`src/rtl/seq_stage_ctrl_pkg.sv`:
```
// Shared Y86-64 SEQ definitions: status codes, instruction codes and sequencer states.
package seq_stage_ctrl_pkg;

  typedef enum logic [1:0] {
    STAT_AOK = 2'd0,
    STAT_HLT = 2'd1,
    STAT_ADR = 2'd2,
    STAT_INS = 2'd3
  } stat_t;

  localparam logic [3:0] IHALT   = 4'h0;
  localparam logic [3:0] INOP    = 4'h1;
  localparam logic [3:0] IRRMOVQ = 4'h2;
  localparam logic [3:0] IIRMOVQ = 4'h3;
  localparam logic [3:0] IRMMOVQ = 4'h4;
  localparam logic [3:0] IMRMOVQ = 4'h5;
  localparam logic [3:0] IOPQ    = 4'h6;
  localparam logic [3:0] IJXX    = 4'h7;
  localparam logic [3:0] ICALL   = 4'h8;
  localparam logic [3:0] IRET    = 4'h9;
  localparam logic [3:0] IPUSHQ  = 4'hA;
  localparam logic [3:0] IPOPQ   = 4'hB;

  typedef enum logic [2:0] {
    S_IDLE, S_FETCH, S_DECODE, S_EXECUTE, S_MEMORY, S_WRBACK, S_PCUPD, S_STOP
  } state_t;

  // Instructions that touch data memory and therefore need the MEMORY stage.
  function automatic logic is_mem_op(input logic [3:0] icode);
    return icode inside {IRMMOVQ, IMRMOVQ, ICALL, IRET, IPUSHQ, IPOPQ};
  endfunction

  // One-hot {f,d,e,m,w,pc} enables for a state; idle/stop states drive none.
  function automatic logic [5:0] stage_en(input state_t s);
    logic [5:0] en;
    en = '0;
    case (s)
      S_FETCH:   en = 6'b100000;
      S_DECODE:  en = 6'b010000;
      S_EXECUTE: en = 6'b001000;
      S_MEMORY:  en = 6'b000100;
      S_WRBACK:  en = 6'b000010;
      S_PCUPD:   en = 6'b000001;
      default:   en = '0;
    endcase
    return en;
  endfunction

endpackage

```
`src/rtl/seq_stage_ctrl_mem_wait.sv`:
```
// Request/acknowledge wait counter shared by the FETCH and MEMORY handshakes.
module seq_mem_wait #(
  parameter int unsigned MEM_TIMEOUT = 15
) (
  input  logic clk,
  input  logic rst_n,
  input  logic active,
  input  logic ack,
  output logic timeout
);

  localparam logic [3:0] LAST_WAIT = 4'(MEM_TIMEOUT - 1);

  logic [3:0] wait_cnt;

  // FETCH and MEMORY are never adjacent, so clearing while inactive gives a fresh count on entry.
  always_ff @(posedge clk or negedge rst_n) begin
    if (!rst_n)       wait_cnt <= '0;
    else if (!active) wait_cnt <= '0;
    else if (!ack)    wait_cnt <= wait_cnt + 4'd1;
  end

  assign timeout = active && !ack && (wait_cnt == LAST_WAIT);

endmodule

```
`src/rtl/seq_stage_ctrl.sv`:
```
// Multi-cycle sequencer for the Y86-64 SEQ datapath: stage enables, memory handshakes,
// status latching, run/step control and retired-instruction/cycle counters.
module seq_stage_ctrl
  import seq_stage_ctrl_pkg::*;
#(
  parameter int unsigned CNT_W       = 32,
  parameter int unsigned MEM_TIMEOUT = 15
) (
  input  logic             clk,
  input  logic             rst_n,
  input  logic             start,
  input  logic             step_mode,
  input  logic [3:0]       icode,
  input  logic             halt,
  input  logic             invalid_inst,
  input  logic             imem_error,
  input  logic             dmem_error,
  input  logic             if_ack,
  input  logic             dm_ack,
  output logic             f_en,
  output logic             d_en,
  output logic             e_en,
  output logic             m_en,
  output logic             w_en,
  output logic             pc_en,
  output logic             if_req,
  output logic             dm_req,
  output logic [1:0]       stat,
  output logic             busy,
  output logic [CNT_W-1:0] instr_count,
  output logic [CNT_W-1:0] cycle_count
);

  state_t state, state_nxt;
  stat_t  stat_q, stat_nxt;
  logic   retire;
  logic   wait_active, wait_ack, timeout;

  assign wait_active = (state == S_FETCH) || (state == S_MEMORY);
  assign wait_ack    = (state == S_FETCH) ? if_ack : dm_ack;

  seq_mem_wait #(.MEM_TIMEOUT(MEM_TIMEOUT)) u_mem_wait (
    .clk     (clk),
    .rst_n   (rst_n),
    .active  (wait_active),
    .ack     (wait_ack),
    .timeout (timeout)
  );

  always_comb begin
    state_nxt = state;
    stat_nxt  = stat_q;
    retire    = 1'b0;
    case (state)
      S_IDLE:    if (start) state_nxt = S_FETCH;
      S_FETCH: begin
        if (if_ack) begin
          if (imem_error) begin
            stat_nxt  = STAT_ADR;
            state_nxt = S_STOP;
          end else if (invalid_inst) begin
            stat_nxt  = STAT_INS;
            state_nxt = S_STOP;
          end else if (halt) begin
            stat_nxt  = STAT_HLT;
            state_nxt = S_STOP;
            retire    = 1'b1;
          end else begin
            state_nxt = S_DECODE;
          end
        end else if (timeout) begin
          stat_nxt  = STAT_ADR;
          state_nxt = S_STOP;
        end
      end
      S_DECODE:  state_nxt = S_EXECUTE;
      S_EXECUTE: state_nxt = is_mem_op(icode) ? S_MEMORY : S_WRBACK;
      S_MEMORY: begin
        if (dm_ack) begin
          if (dmem_error) begin
            stat_nxt  = STAT_ADR;
            state_nxt = S_STOP;
          end else begin
            state_nxt = S_WRBACK;
          end
        end else if (timeout) begin
          stat_nxt  = STAT_ADR;
          state_nxt = S_STOP;
        end
      end
      S_WRBACK:  state_nxt = S_PCUPD;
      S_PCUPD: begin
        retire    = 1'b1;
        state_nxt = step_mode ? S_IDLE : S_FETCH;
      end
      S_STOP:    state_nxt = S_STOP;
      default:   state_nxt = S_IDLE;
    endcase
  end

  // Outputs are registered from the next state so every enable/request is a flop output.
  always_ff @(posedge clk or negedge rst_n) begin
    if (!rst_n) begin
      state       <= S_IDLE;
      stat_q      <= STAT_AOK;
      {f_en, d_en, e_en, m_en, w_en, pc_en} <= '0;
      if_req      <= 1'b0;
      dm_req      <= 1'b0;
      busy        <= 1'b0;
      instr_count <= '0;
      cycle_count <= '0;
    end else begin
      state  <= state_nxt;
      stat_q <= stat_nxt;
      {f_en, d_en, e_en, m_en, w_en, pc_en} <= stage_en(state_nxt);
      if_req <= (state_nxt == S_FETCH);
      dm_req <= (state_nxt == S_MEMORY);
      busy   <= (stage_en(state_nxt) != '0);
      if (busy)   cycle_count <= cycle_count + CNT_W'(1);
      if (retire) instr_count <= instr_count + CNT_W'(1);
    end
  end

  assign stat = stat_q;

endmodule

```
`config.mk`:
```
export PLATFORM = sky130hd
export DESIGN_NAME = seq_stage_ctrl
export DESIGN_NICKNAME = d
export VERILOG_FILES = /design/src/rtl/seq_stage_ctrl_pkg.sv /design/src/rtl/seq_stage_ctrl_mem_wait.sv /design/src/rtl/seq_stage_ctrl.sv
export SDC_FILE = /design/constraint.sdc
export NUM_CORES = 1
export LEC_CHECK = 0
export CELL_PAD_IN_SITES_DETAIL_PLACEMENT = 0
export CELL_PAD_IN_SITES_GLOBAL_PLACEMENT = 1
export CORE_MARGIN = 4
export CORE_UTILIZATION = 25
export CTS_BUF_LIST = sky130_fd_sc_hd__clkbuf_4 sky130_fd_sc_hd__clkbuf_8 sky130_fd_sc_hd__clkbuf_16
export CTS_CLUSTER_DIAMETER = 80
export DETAILED_ROUTE_END_ITERATION = 12
export GPL_TIMING_DRIVEN = 0
export PLACE_DENSITY_LB_ADDON = 0.1
export SYNTH_ARGS = -nofsm -noshare
export SYNTH_HDL_FRONTEND = slang
export SYNTH_SLANG_ARGS = --single-unit
```
`constraint.sdc`:
```
create_clock -name clk -period 1.99 [get_ports clk]
set_input_delay 0.2985 -clock clk [delete_from_list [all_inputs] [get_ports clk]]
set_output_delay 0.2985 -clock clk [all_outputs]
set_load 0.02 [all_outputs]
```
==> results of run 1 <==
==> cells in the mapped netlist <==
| cell type | count | area share, % |
|---|---|---|
| a41oi_1 | 1 | 0.23 |
| nand2_2 | 1 | 0.17 |
| and4_1 | 3 | 0.70 |
| nand2b_1 | 4 | 0.67 |
| or3b_1 | 2 | 0.47 |
| o31ai_1 | 1 | 0.20 |
| nand3_2 | 2 | 0.53 |
| xor2_1 | 22 | 5.1 |
| nor2b_1 | 1 | 0.17 |
| nor3b_2 | 1 | 0.33 |
| nand3b_1 | 1 | 0.20 |
| o41ai_1 | 1 | 0.23 |
| and2_1 | 3 | 0.50 |
| a32oi_1 | 1 | 0.23 |
| a2bb2oi_1 | 1 | 0.23 |
| a22o_1 | 1 | 0.23 |
| nand4_2 | 1 | 0.33 |
| nor3b_1 | 3 | 0.60 |
| and3_1 | 12 | 2.0 |
| nand4_1 | 16 | 2.7 |
| nand2_1 | 31 | 3.1 |
| o21ai_0 | 3 | 0.40 |
| nor4_4 | 1 | 0.57 |
| a2111oi_2 | 1 | 0.40 |
| o311ai_1 | 1 | 0.23 |
| dfrtp_1 | 82 | 55 |
| inv_1 | 19 | 1.9 |
| buf_4 | 1 | 0.20 |
| mux2_2 | 2 | 0.60 |
| nor3_1 | 14 | 1.9 |
| nor2_1 | 25 | 2.5 |
| nor4_1 | 1 | 0.17 |
| clkbuf_1 | 1 | 0.10 |
| and4b_1 | 1 | 0.27 |
| nand3_1 | 16 | 2.1 |
| nor4_2 | 2 | 0.67 |
| ha_1 | 4 | 1.3 |
| xnor2_1 | 44 | 10 |
| o21ai_1 | 2 | 0.27 |
| or3_1 | 1 | 0.17 |
| o211ai_1 | 1 | 0.20 |
| a221oi_2 | 1 | 0.40 |
| buf_2 | 4 | 0.53 |
| mux2i_1 | 2 | 0.53 |
| o41ai_4 | 1 | 0.73 |
==> power groups by stage <==
stage | clock [mW] | sequential [mW] | combinational [mW]
after floorplan | 0 | 2.39 | 0.794
after global placement | 0 | 2.20 | 1.71
after detailed placement | 0 | 2.20 | 1.72
after CTS | 2.16 | 2.18 | 1.97
after global routing | 2.22 | 2.22 | 2.40
final | 2.09 | 2.17 | 2.21
==> worst paths after layout <==
check | startpoint | end | slack [ns] | cells after the start
setup / recovery | state[2]$_DFF_PN0_ | instr_count[21]$_DFFE_PN0P_ | 0.06 | 7
hold / removal | instr_count[31]$_DFFE_PN0P_ | instr_count[31]$_DFFE_PN0P_ | 0.47 | 1
setup reg to reg | state[2]$_DFF_PN0_ | instr_count[21]$_DFFE_PN0P_ | 0.06 | 7
hold reg to reg | instr_count[31]$_DFFE_PN0P_ | instr_count[31]$_DFFE_PN0P_ | 0.47 | 1
max in group asynchronous | rst_n | instr_count[2]$_DFFE_PN0P_ | 0.89 | 3
min in group asynchronous | rst_n | cycle_count[12]$_DFFE_PN0P_ | 0.48 | 2
==> worst register-to-register path, stage by stage (launching register included) <==
cell and delay, ns:
dfrtp_2 0.41, or3b_4 0.40, o41ai_4 0.23, buf_6 0.18, and3_4 0.21, buf_6 0.12
and4_1 0.19, xor2_1 0.14
==> cell families (layout without fill, tap and decap cells) <==
family,count (synthesis),after routing
adders and majority gates,4,4
AOI/OAI and AO/OA,16,16
xor gates and xnor gates,66,66
buffers and inverters,25,154
muxes,4,4
DFF,82,82
and+or+nand+nor,142,142
==> cell usage in the layout, fill, tap and decap left out, types with 9 or more instances in the layout <==
cell,count
nand3_1,16
xor2_1,22
nor2_1,24
nand4_1,16
dfrtp_1,80
clkbuf_16,9
xnor2_1,44
inv_1,18
clkdlybuf4s50_1,82
nand2_1,31
and3_1,10
buf_4,24
==> registers in the layout, summed over array words and instances, names as in the netlist <==
| name | cells |
|---|---|
| stat | 2 |
| cycle_count | 32 |
| e_en | 1 |
| f_en | 1 |
| if_req | 1 |
| state | 3 |
| u_mem_wait.wait_cnt | 4 |
| dm_req | 1 |
| busy | 1 |
| pc_en | 1 |
| d_en | 1 |
| instr_count | 32 |
| m_en | 1 |
| w_en | 1 |
==> per-stage QoR <==
stage               setup slack (ns)  util, %
floorplan                     0.0694        -
global placement               -2.65     33.2
detailed placement            -0.569     33.3
CTS                          -0.0637     37.3
global route                 -0.0261     38.7
finish                        0.0555     38.7
==> routing by layer <==
metal	share of wire, %	GRT usage (%)	vias to the layer above
li1	-	-	1406
met1	46	14.5	1402
met2	47	18.1	63
met3	6.3	4.59	10
met4	1.3	3.69	0
met5	0	0	-
==> final cells by class <==
type / instances / area, µm²
Fill cell: 1460 / 8970
Sequential cell: 82 / 2050
Multi-Input combinational cell: 232 / 1790
Timing Repair Buffer: 114 / 1100
Clock buffer: 10 / 239
Tap cell: 184 / 230
Clock inverter: 6 / 136
Inverter: 19 / 75.1
Buffer: 5 / 46.3
==> repair_timing <==
item | CTS | global route
endpoints found under the hold margin | 35 | 0
pin swaps | 4 | 13
resized for setup | 25 | 26
gates cloned | 0 | 1
hold buffers | 1 | 0
setup buffers | 8 | 16
endpoints found under the setup margin | 44 | 42
==> metrics list, run 1 <==
* Clock buffer depth: 2
* Category of the worst setup path launch point: flip-flop
* DR WL/cell: around 14 µm
* Aggregate global routing overflow: 0
- Once placement finished, the instance area stood at around 4900 µm².
- The final critical path takes up 97.2% of the cycle.
- Drt first-iter violations: 97
- The synthesized netlist devotes 1.33% of its cell area to adder and majority cells.
* Critical path peak fanout: 6
- XOR/XNOR share of the synthesized area: approximately 15%
- The number of placed instances, taps included, is 611.
- Leakage power total: 2.50 nW
- The H-tree was split into 3 levels.
- Accumulated negative setup slack: 0 ns
- Kind of end point of the critical path: flip-flop
* Number of buffers added on ports: 87
- For this run, the number of Yosys warnings is 0.
- The cell family contributing the most delay on the critical path is simple AND/OR/NAND/NOR gates.
- The final hold violation count is 0.
* Antenna diode instance count: 0
* Peak VDD IR: 0.520 mV
- The die is between 100 and 150 µm wide.
- Detailed-routing iteration count for the pre-antenna-repair pass: 5
* CP max stage cell: dfrtp_2
- At the worst endpoint, the required time is 2.26 ns.
- Entering global routing, the biggest net connects 48 pins.
- Clock-pin slew was measured on the worst setup and hold paths at 0.06 ns.
* Combinational group share of total power: 34.2%
* Area of the die: 17000 µm²
- The setup path with the least slack is of type flip-flop to flip-flop.
* Result of the run: completed
- Routability-driven placement finished with a final weighted congestion of 0.757.
- The number of nets in the synthesized netlist is ~360.
- The via count of the first global-routing pass came to around 2900.
- The cell that appears most often on the critical path is buf_6.
- Max-cap violations in this run came to 0.
* Switching share of total power: a little under a third
* Unique masters post-synth: 45
- The synthesized netlist devotes 4.00% of its cell area to compound gates.
- Synth Area in Simple Gates: 20.8%
* Internal power: 4.41 mW
- Row generation in the floorplan step produced 44 rows.
* Finished Layout Cells: 652
- The tree built by TritonCTS fans out to 82 sinks.
- Main combinational cell family by area after synthesis: simple AND/OR/NAND/NOR gates
* Overall power of the completed layout: 6.47 mW
* Clock buffer count from CTS: 9
* Worst clock skew: around 0.0064 ns
* Sequential cell area fraction in the yosys report: 54.6%
* Sw power: between 2 and 2.5 mW
- Average vias per placed instance: 4.42
* Antenna violation net count after detailed routing: 0
- Traced cell by cell, the critical path runs through or3b_4 -> o41ai_4 -> buf_6 -> and3_4 -> buf_6 -> and4_1 -> xor2_1.
- Area added between synthesis and finish: 51.0%
* Clock network fraction of total power: 32.2%
- For this run, the post-layout net count is 481.
* Transition time of the tightest slew-check pin: 0.504 ns
* Total wire length after detailed routing: 9.38 mm
- Pins over their slew limit: 0
* Clock period minus final worst setup slack: roughly 1.9 ns
- Peak Freq: 0.517 GHz
- Effective utilization at floorplan: ~26%
- Ratio of total power to cell area: roughly 1100 nW/µm²
* Number of placed I/O pins: 89
- Netlist Area Pre-Place: approximately 3800 µm²
- Setup repair after global routing could not meet its margin everywhere.
- Measured along the y axis, the die boundary spans roughly 130 µm.
- Post-Synthesis Mean Instance Area: 11.1 µm²
* Count of buffer and inverter cells on the critical path: 2
* CTS tree: yes
- With fillers left out, the area of the finished cells amounts to 5670 µm².
- In the global route stage, overall resource usage came out at 11.5%.
- For the worst setup path, the data arrival time is 2.20 ns.
- On the worst path, the slowest cell contributes a delay of 0.41 ns.
- Final Hold Slack: 0.471 ns
* Global-route wire length before repair: ~15 mm
* Part of the total power dissipated in sequential elements: approximately 34%
- Mux share of post-synthesis cell area: 1.13%
- The number of antenna violations at the first check in global routing is 0.
- Post-Syn Instances: between 300 and 400
- HP Class: flip-flop to flip-flop
* Later-pin clock latency in the skew report: 0.34 ns
- In this run the tightest slew margin relative to its limit is 66.4%.
* Final setup viols: 0
* HPWL reported at the end of detailed placement: between 6 and 7 mm
* Synthesized flop and latch total: 82
* Share of layout cells above drive strength 1: 18.4%
- Detailed-route DRC error count: 0
- Buffer cell driving the clock tree root: clkbuf_16
- Via count: around 2900
- Area of the core: 14600 µm²
Power figures use the tool's default switching activity.
==> run 2: changes to the inputs <==
- CORE_UTILIZATION: 25 -> 35
==> run 2 against run 1 <==
Net effect:
- die area down 27%
- clock skew increased by 0.0055 ns
- sequential power is essentially flat
- sequential share of layout area up 2.6 points
- worst hold slack lost 0.060 ns
- core utilization rose by 12 points
- clock power is 41% lower
- register-to-register slack barely moved
- non-clock buffer count is 11 lower
- critical path depth decreased by 1
- sequential cell count is the same
- critical path type is now input pin to flip-flop
- largest power group is now sequential cells
==> metrics list, run 2 (synthesis gave the netlist of run 1 again) <==
- The flow ran to the end, and the final reports show no timing, DRC or antenna violations.
* Headroom to the max-slew limit: 70.1% (+3.7 points)
* Aggregate global routing overflow: 0 (unchanged)
* Number of buffers added on ports: 87 (unchanged)
- STA classifies the critical path startpoint as an input pin.
- Worst clock skew: 0.0119 ns (+0.00548 ns)
* Transition time of the tightest slew-check pin: 0.435 ns (-0.0684 ns)
* CTS tree: yes
* DR WL/cell: 14.2 µm (-1.2%)
* Leakage power total: 2.32 nW (-7.3%)
- The slack of the critical path was 0.0358 ns (-0.0197 ns).
- Tot GR Track Use: 13.8% (+2.3 points)
* Pins over their slew limit: 0 (unchanged)
- The largest net degree at the start of global routing was 55 (+15%).
- The worst-skew pair later-pin latency was 0.35 ns (about the same).
- Count of max-cap constraint violations: 0 (unchanged)
- Effective utilization at floorplan: 36.2% (+11 points)
* Total wire length after detailed routing: 8.43 mm (-10%)
- The number of antenna violations at the first check in global routing was 0 (unchanged).
- The final routed DRC violation total was 0 (unchanged).
* Clock sinks: 82 (unchanged)
- The endpoint required time on the critical path was 2.23 ns (-0.03 ns).
* Area of the core: 10400 µm² (-29%)
- HPWL reported at the end of detailed placement: 5.91 mm (-9.3%)
- The clock-pin slew on the worst setup and hold paths was 0.09 ns (+0.03 ns).
- The number of antenna repair diodes was 0 (unchanged).
* Critical path peak fanout: 4 (-2)
- Clock buffer depth: 2 (unchanged)
* HP Class: input pin to asynchronous set/reset pin
- Buffer cell driving the clock tree root: clkbuf_8
* Area added between synthesis and finish: 40.7%
* Max H-tree Level: 3 (unchanged)
- The detailed-route vias per instance is 4.77 (+7.9%).
* Global-route wire length before repair: 14.1 mm (-7.0%)
* Share of the clock period used by the worst path: 98.2% (+0.99 points)
- The register area came to 2050 µm² (-0.12%).
* Peak Freq: 0.512 GHz (-1.0%)
- Registers with the highest flip-flop counts: cycle_count: 32 flops, instr_count: 32 flops, u_mem_wait.wait_cnt: 4 flops
* Kind of end point of the critical path: flip-flop
- The width of the die is 112 µm (-15%).
- The last weighted congestion value of the routability-driven placer was 0.791 (+4.4%).
- The number of CTS-inserted buffers is 9 (unchanged).
* Area of the multi-input gates: 1740 µm² (-2.8%)
- Number of placed I/O pins: 89 (unchanged)
- Detailed-routing iteration count for the pre-antenna-repair pass: 4 (-1)
- The share of final-layout standard cells stronger than drive strength 1 came to 14.7% (-3.7 points).
* Area of the die: 12400 µm² (-27%)
- Unrepaired setup endpoints after global routing: true
* Overall power of the completed layout: 5.45 mW (-16%)
- Fillers: 987 (-32%)
- Drt first-iter violations: 63 (-35%)
* Worst Path Class, Setup: input pin to flip-flop
* Top library cells by usage in the layout, fill and taps aside: clkdlybuf4s50_1, dfrtp_1, xnor2_1, nand2_1, nor2_1
- The final period demand of the worst path is 1.95 ns (+0.0197 ns).
- Most common cell after layout, fill and taps aside: clkdlybuf4s50_1
- Via count: 2826 (-1.9%)
- The height of the chip came to 112 µm (-15%).
- Antenna violation net count after detailed routing: 0 (unchanged)
- The worst reg-to-reg path cell count was 6 (-1).
- Ratio of total power to cell area: 1030 nW/µm² (-9.6%)
- The peak supply drop was 0.669 mV (+29%).
- The worst slack at placement came to -0.480 ns (+0.0887 ns).
* Number of standard-cell rows in the floorplan: 37 (-16%)
- The critical path arrival came to 2.19 ns (about the same).
- The final setup violation count came to 0 (unchanged).
- The worst hold-check slack is 0.411 ns (-0.0604 ns).
- The count of nets after finishing was 470 (-2.3%).
* Vias in the first global route: 2868 (-0.31%)
- The final hold violation count came to 0 (unchanged).
run 2: metrics by stage:
step                      instances  utilization (%)  TNS (ns)  cell area (µm²)
after floorplan                 339                -         0             3750
after global placement          562             46.2   -213.35             4800
after detailed placement        563             46.5    -11.97             4820
after CTS                       589             50.0    -0.109             5190
after global routing            593             50.9    -0.109             5280
final                           593             50.9         0             5280
run 2: layout make-up:
cell class	instances	share of cell area, %
timing repair buffer	103	19.1
sequential	82	38.8
tap	136	3.22
inverter	19	1.42
buffer	5	0.734
clock inverter	5	1.21
multi-input combinational	232	32.9
clock buffer	11	2.63
run 2: repair_timing:
| item | 4_1_cts | 5_1_grt |
|---|---|---|
| gates resized for setup | 16 | 13 |
| buffers inserted | 10 | 3 |
| endpoints found under the setup margin | 38 | 40 |
| endpoints found under the hold margin | 28 | 0 |
| hold buffers | 1 | 0 |
| pin swaps | 5 | 3 |
| cloned | 0 | 1 |
run 2: where the power goes:
part / internal (mW) / total [mW] / switching, mW
clock network: 0.618 / 1.24 / 0.620
registers: 1.91 / 2.15 / 0.241
logic: 0.996 / 2.06 / 1.06
run 2: worst max-delay path, stage by stage:
cell	delay, ns
clkdlybuf4s50_1	0.46
or3b_4	0.39
a2111oi_4	0.35
a221oi_4	0.08
or3_4	0.41
a22o_1	0.21
run 2: final timing paths:
check	startpoint	end	slack, ns
worst max-delay path	icode[2]	stat[0]$_DFFE_PN0P_	0.04
worst min-delay path	rst_n	cycle_count[11]$_DFFE_PN0P_	0.41
worst max register to register	u_mem_wait.wait_cnt[1]$_DFFE_PN0P_	stat[0]$_DFFE_PN0P_	0.05
worst min register to register	cycle_count[31]$_DFFE_PN0P_	cycle_count[31]$_DFFE_PN0P_	0.49
max in group asynchronous	rst_n	instr_count[6]$_DFFE_PN0P_	0.97
min in group clk	cycle_count[31]$_DFFE_PN0P_	cycle_count[31]$_DFFE_PN0P_	0.49
run 2: per-layer routing:
layer	wire, µm	vias up	track usage (%)
li1	-	1374	-
met1	3910	1382	18.3
met2	3980	63	22.1
met3	452	7	4.08
met4	79	0	3.89
met5	0	-	0
==> variant 1 (config.mk and constraints of run 1) <==
The 8 states of `state_t` get a Gray code encoding in 3 bits.
--- a/src/rtl/seq_stage_ctrl_pkg.sv
+++ b/src/rtl/seq_stage_ctrl_pkg.sv
@@ -23,5 +23,5 @@
 
   typedef enum logic [2:0] {
-    S_IDLE, S_FETCH, S_DECODE, S_EXECUTE, S_MEMORY, S_WRBACK, S_PCUPD, S_STOP
+    S_IDLE = 3'b000, S_FETCH = 3'b001, S_DECODE = 3'b011, S_EXECUTE = 3'b010, S_MEMORY = 3'b110, S_WRBACK = 3'b111, S_PCUPD = 3'b101, S_STOP = 3'b100
   } state_t;
 
Behaviour: same outputs for any inputs over 10 cycles, from zero or initial values and one cycle with rst_n low; not proved beyond that.
==> variant 1 against run 1 <==
- clock power fell by 4%
- design area is 2.4% lower
- setup slack gained 33 ps
- sequential cell count decreased by 1
- synthesized cell count increased by 2.7%
- first-iteration DRC count up 7.2%
- combinational power shrank 26%
- count of clock-buffer cells in the layout grew 2
- power is 9.7% lower
- routed wire length increased by 7.2%
- area after synthesis rose by 4.8%
- critical path type unchanged
==> variant 1: results (changes against run 1) <==
Status
  – Status: finished clean

Synth
  – Seq/Total Area, Yosys: 51.5% (-3.1 points)
  – Post-synthesis compound-gate area fraction: 6.39% (+2.4 points)
  – Multiplexer area fraction after synthesis: 0.827% (-0.31 points)
  – Yosys cell types: 61 (+36%)
  – Adder-cell area share of the yosys netlist: 1.27% (-0.061 points)
  – Fraction of synthesized cell area in xor and xnor cells: 13.8% (-1.6 points)
  – Synth Area per Inst: 11.3 sq um (+2.1%)
  – Top cells by area, synth: dfrtp_1, xnor2_1, nand4_1

Placed design
  – Gpl congestion: 0.717 (-5.3%)
  – Dpl ws: -328 ps (+241 ps)
  – Placed Cells: 646 (+5.7%)
  – Buffers on Ports: 86 (-1.1%)
  – HPWL Detailed: 7160 um (+9.9%)
  – Area after DPL: 5080 sq um (+4.2%)

Power and ir drop
  – Pint: 3.94 mW (-11%)
  – Combinational Power: 1.64 mW (-26%)
  – Seq pwr share: 37.8% (+4.3 points)
  – Maximum vdd ir drop: 0.650 mV (+25%)
  – Static Leakage: 2.34 nW (-6.2%)

Route
  – Iteration-0 DRC Markers: 104 (+7.2%)
  – Routed wl met3: 546 um (-7.9%)
  – First-pass iteration count of the detailed router: 4 (-1)
  – Metal-1 WL: 4820 um (+12%)
  – WL/cell: 15.1 um (+4.8%)
  – Wire length on met2: 4560 um (+4.1%)
  – Vias/cell: 4.55 (+3.0%)

Timing
  – Max-slew headroom: 64.0% (-2.4 points)

Cells and area
  – Finished Layout Cells: 667 (+2.3%)
  – Antenna cell count: 0 (unchanged)
  – Fraction of layout cells with a size suffix above 1: 12.3% (-6.1 points)
  – NumNets Final: 469 (-2.5%)

Global routing
  – Largest net degree at the start of global routing: 67 (+40%)
  – GR Layer Usage met1: 15.3% (+0.85 points)
  – Remaining global-route overflow: 0 (unchanged)
  – Number of global-route vias before repair: 3057 (+6.3%)
  – GRT met2 Usage: 18.4% (+0.35 points)
  – Total GRT Usage: 11.7% (+0.21 points)
  – GRT met3 Usage: 3.74% (-0.85 points)
  – First-pass GRT wire length: 16500 um (+8.4%)

Critical path
  – Critical path's largest stage delay: 450 ps (+40 ps)
  – Critical path peak fanout: 10 (+4)
  – WP data arrival: 2120 ps (-80 ps)

CTS
  – Cts bufs inserted: 9 (unchanged)

Hold path
  – Min-delay worst type: primary input to register
-- variant 1: changes by cell type after synthesis, moves of 3 or more --
cell and change:
xor2_1 -7, nor2_1 -15, inv_1 -6, nand2_1 -3
and3_1 -4, xnor2_1 +3, a21oi_1 +6, nand4_1 +9
nor4_1 +6
-- variant 1: final timing paths --
check | from | end | slack, ps | depth (start not counted)
worst max-delay path | state[1] | instr_count[24] | 90 | 6
worst min-delay path | if_ack | stat[0] | 350 | 3
worst max register to register | state[1] | instr_count[24] | 90 | 6
worst min register to register | cycle_count[31] | cycle_count[31] | 470 | 1
max in group asynchronous | rst_n | instr_count[19] | 1010 | 3
min in group asynchronous | rst_n | cycle_count[20] | 370 | 2
-- variant 1: critical path, delay by kind of cell (launching register included) --
family | cells | cell delay (ps)
XOR/XNOR | 1 | 150
AO/OA/AOI/OAI | 1 | 350
buffers and inverters | 2 | 480
AND/OR/NAND/NOR | 2 | 360
flip-flops | 1 | 450
-- variant 1: through the flow --
stage	hold WS, ps	setup TNS, ps	utilization, %	total power [mW]
after floorplan	2.91	0	-	3.11
after global placement	462	-213760	33.0	3.81
after detailed placement	193	-4510	33.2	3.82
after CTS	312	0	35.8	5.89
after global routing	353	-48.6	36.1	6.19
final	346	0	36.1	5.84
-- variant 1: cell type report --
| type | instances | area [sq um] |
|---|---|---|
| fillers | 1564 | 9780 |
| flip-flops and latches | 81 | 2030 |
| inverters | 13 | 48.8 |
| clock buffers | 12 | 260 |
| multi-input cells | 246 | 1860 |
| repair buffers | 92 | 926 |
| plain buffers | 8 | 50.0 |
| well taps | 211 | 264 |
| clock inverters | 4 | 98.8 |
-- variant 1: repair_timing --
item,CTS,global route
endpoints found under the hold margin,15,0
hold buffers,1,0
setup buffers,0,4
setup endpoints to repair,14,22
resized for setup,4,6
gates cloned,0,0
pin swaps,0,2
==> variant 2 (flow settings as in run 1) <==
Made on the original files. `MEM_TIMEOUT` is set to 15 in 2 places; all go to 8.
--- a/src/rtl/seq_stage_ctrl_mem_wait.sv
+++ b/src/rtl/seq_stage_ctrl_mem_wait.sv
@@ -1,5 +1,5 @@
 // Request/acknowledge wait counter shared by the FETCH and MEMORY handshakes.
 module seq_mem_wait #(
-  parameter int unsigned MEM_TIMEOUT = 15
+  parameter int unsigned MEM_TIMEOUT = 8
 ) (
   input  logic clk,
--- a/src/rtl/seq_stage_ctrl.sv
+++ b/src/rtl/seq_stage_ctrl.sv
@@ -5,5 +5,5 @@
 #(
   parameter int unsigned CNT_W       = 32,
-  parameter int unsigned MEM_TIMEOUT = 15
+  parameter int unsigned MEM_TIMEOUT = 8
 ) (
   input  logic             clk,
Check against the original RTL: not equivalent (Yosys sat finds a counterexample within 10 cycles, from zero or initial values and one cycle with rst_n low).
==> variant 2 against run 1 <==
- clock power down 21%
- power is 15% lower
- count of clock-buffer cells in the layout up 1
- non-clock buffer count decreased by 17
- largest cell class unchanged
- routed wire length is 1.7% lower
- sequential cell count decreased by 2
- setup slack improved by 58 ps
- synthesized cell count down 0.29%
- area after synthesis is 0.50% lower
- design area decreased by 8.1%
==> variant 2: results (changes against run 1) <==
Placed design
  – Dpl ws: -385 ps (+183 ps)
  – Placed Cells: 610 (-0.16%)
  – Gpl congestion: 0.724 (-4.4%)
  – Buffers on Ports: 87 (unchanged)
  – HPWL Detailed: 6760 um (+3.7%)

Synth
  – Main synth FF type: dfrtp_1
  – Seq/Total Area, Yosys: 53.6% (-1.1 points)
  – Syn Nets: 355 (-0.56%)
  – Post-synth EDFFs: 0 (unchanged)
  – Synth Area per Inst: 11.1 sq um (-0.21%)
  – Top cells by area, synth: dfrtp_1, xnor2_1, xor2_1
  – Synth async-reset ratio: 100% (unchanged)
  – Most frequent cells after synthesis: dfrtp_1, xnor2_1, nand3_1
  – Yosys cell types: 48 (+6.7%)

Cells and area
  – NumNets Final: 457 (-5.0%)
  – Antenna cell count: 0 (unchanged)
  – Finished Layout Cells: 627 (-3.8%)
  – Fraction of layout cells with a size suffix above 1: 10.4% (-8.0 points)
  – Biggest regs: cycle_count (32), instr_count (32), u_mem_wait.wait_cnt (4)

Global routing
  – GRT met2 Usage: 17.7% (-0.42 points)
  – Initial antenna violation count: 0 (unchanged)
  – Number of global-route vias before repair: 2898 (+0.73%)
  – GR Layer Usage met1: 16.0% (+1.5 points)
  – GRT met3 Usage: 2.58% (-2.0 points)
  – First-pass GRT wire length: 15500 um (+1.7%)
  – Total GRT Usage: 11.7% (+0.21 points)
  – Largest net degree at the start of global routing: 58 (+21%)

CTS
  – Worst-skew pair later-pin latency: 330 ps
  – Clock Pin Slew Worst Setup and Hold Paths: 60 ps (about the same)
  – H-tree levels: 3 (unchanged)
  – Clock Path Buffers: 2 (unchanged)
  – Clock Root Buffer: clkbuf_16
  – Cts bufs inserted: 9 (unchanged)

Route
  – Final WL: 9220 um (-1.7%)
  – Iteration-0 DRC Markers: 130 (+34%)
  – First-pass iteration count of the detailed router: 4 (-1)
  – Vias/cell: 4.52 (+2.2%)

Critical path
  – Critical path peak fanout: 4 (-2)
  – Critical path's largest stage delay: 400 ps
  – Top delay family on crit path: simple AND/OR/NAND/NOR gates
  – WP data arrival: 2080 ps (-120 ps)
  – Slowest stage cell, crit path: dfrtp_1

Timing
  – Max-slew headroom: 70.9% (+4.5 points)
  – Clock skew: 8.55 ps (+2.13 ps)

Status
  – Status: finished clean

Hold path
  – Min-delay worst type: primary input to async pin

Power and ir drop
  – Maximum vdd ir drop: 0.354 mV (-32%)
  – Static Leakage: 2.27 nW (-9.2%)
  – Switching share of total power: 33.3% (+1.5 points)
variant 2: cell types whose count changed after synthesis, moves of 5 or more:
cell,delta
nor3_1,-9
and4_1,+5
inv_1,-10
nand3_1,+13
nor2b_1,+5
nand2_1,-6
variant 2: kinds of logic (layout without fill, tap and decap cells):
| kind of cell | after synthesis | after routing | share of synthesized area (%) |
|---|---|---|---|
| xor gates and xnor gates | 65 | 65 | 15.2 |
| DFF | 80 | 80 | 53.6 |
| and+or+nand+nor | 146 | 146 | 22.7 |
| adders and majority gates | 3 | 3 | 1.00 |
| AOI/OAI and AO/OA | 20 | 20 | 4.02 |
| muxes | 4 | 4 | 1.11 |
| buffers and inverters | 20 | 125 | 2.38 |
variant 2: cell type report:
type	instances	area, sq um
Fill cell	1476	9380
Sequential cell	80	2010
Multi-Input combinational cell	238	1670
Timing Repair Buffer	91	920
Clock buffer	11	246
Tap cell	184	230
Buffer	11	58.8
Clock inverter	3	43.8
Inverter	9	33.8
variant 2: layer usage:
metal | vias to the layer above | routed length, um | part of all wire [%]
met5 | - | 0 | 0
met4 | 0 | 138 | 1.5
met3 | 10 | 451 | 4.9
met2 | 58 | 4310 | 47
met1 | 1388 | 4330 | 47
li1 | 1376 | - | -
variant 2: final timing paths:
check,from,end,slack [ps],depth (start not counted)
max reg2reg,u_mem_wait.wait_cnt[0],stat[1],110,6
min,rst_n,cycle_count[19],410,2
min in group clk,cycle_count[31],cycle_count[31],480,1
min reg2reg,cycle_count[31],cycle_count[31],480,1
max,u_mem_wait.wait_cnt[0],stat[1],110,6
max in group asynchronous,rst_n,instr_count[3],970,3
variant 2: what timing repair did:
| action | 4_1_cts | 5_1_grt |
|---|---|---|
| gates cloned | 0 | 0 |
| hold buffers | 1 | 0 |
| setup endpoints to repair | 6 | 37 |
| pin swaps | 0 | 4 |
| endpoints found under the hold margin | 23 | 0 |
| resized for setup | 4 | 10 |
| buffers inserted | 0 | 2 |
variant 2: worst reg2reg max path: stages, from the launching register on:
cell and delay, ps:
dfrtp_1 400, ha_1 210, nor4bb_2 190, or3_1 330, a32o_2 280, nor3b_4 230, o31ai_1 110
variant 2: power by group through the flow:
stage	combinational (mW)	clock [mW]	sequential [mW]
5_1_grt	1.87	1.78	2.25
2_1_floorplan	0.774	0	2.36
6_report	1.68	1.65	2.18
4_1_cts	1.72	1.71	2.18
3_5_place_dp	1.71	0	2.20
3_3_place_gp	1.69	0	2.20
variant 2: per-stage QoR:
step                      cell area (sq um)  total power [mW]
after global placement                 4840              3.90
final                                  5210              5.52
after floorplan                        3740              3.14
after detailed placement               4860              3.91
after CTS                              5170              5.61
after global routing                   5210              5.89
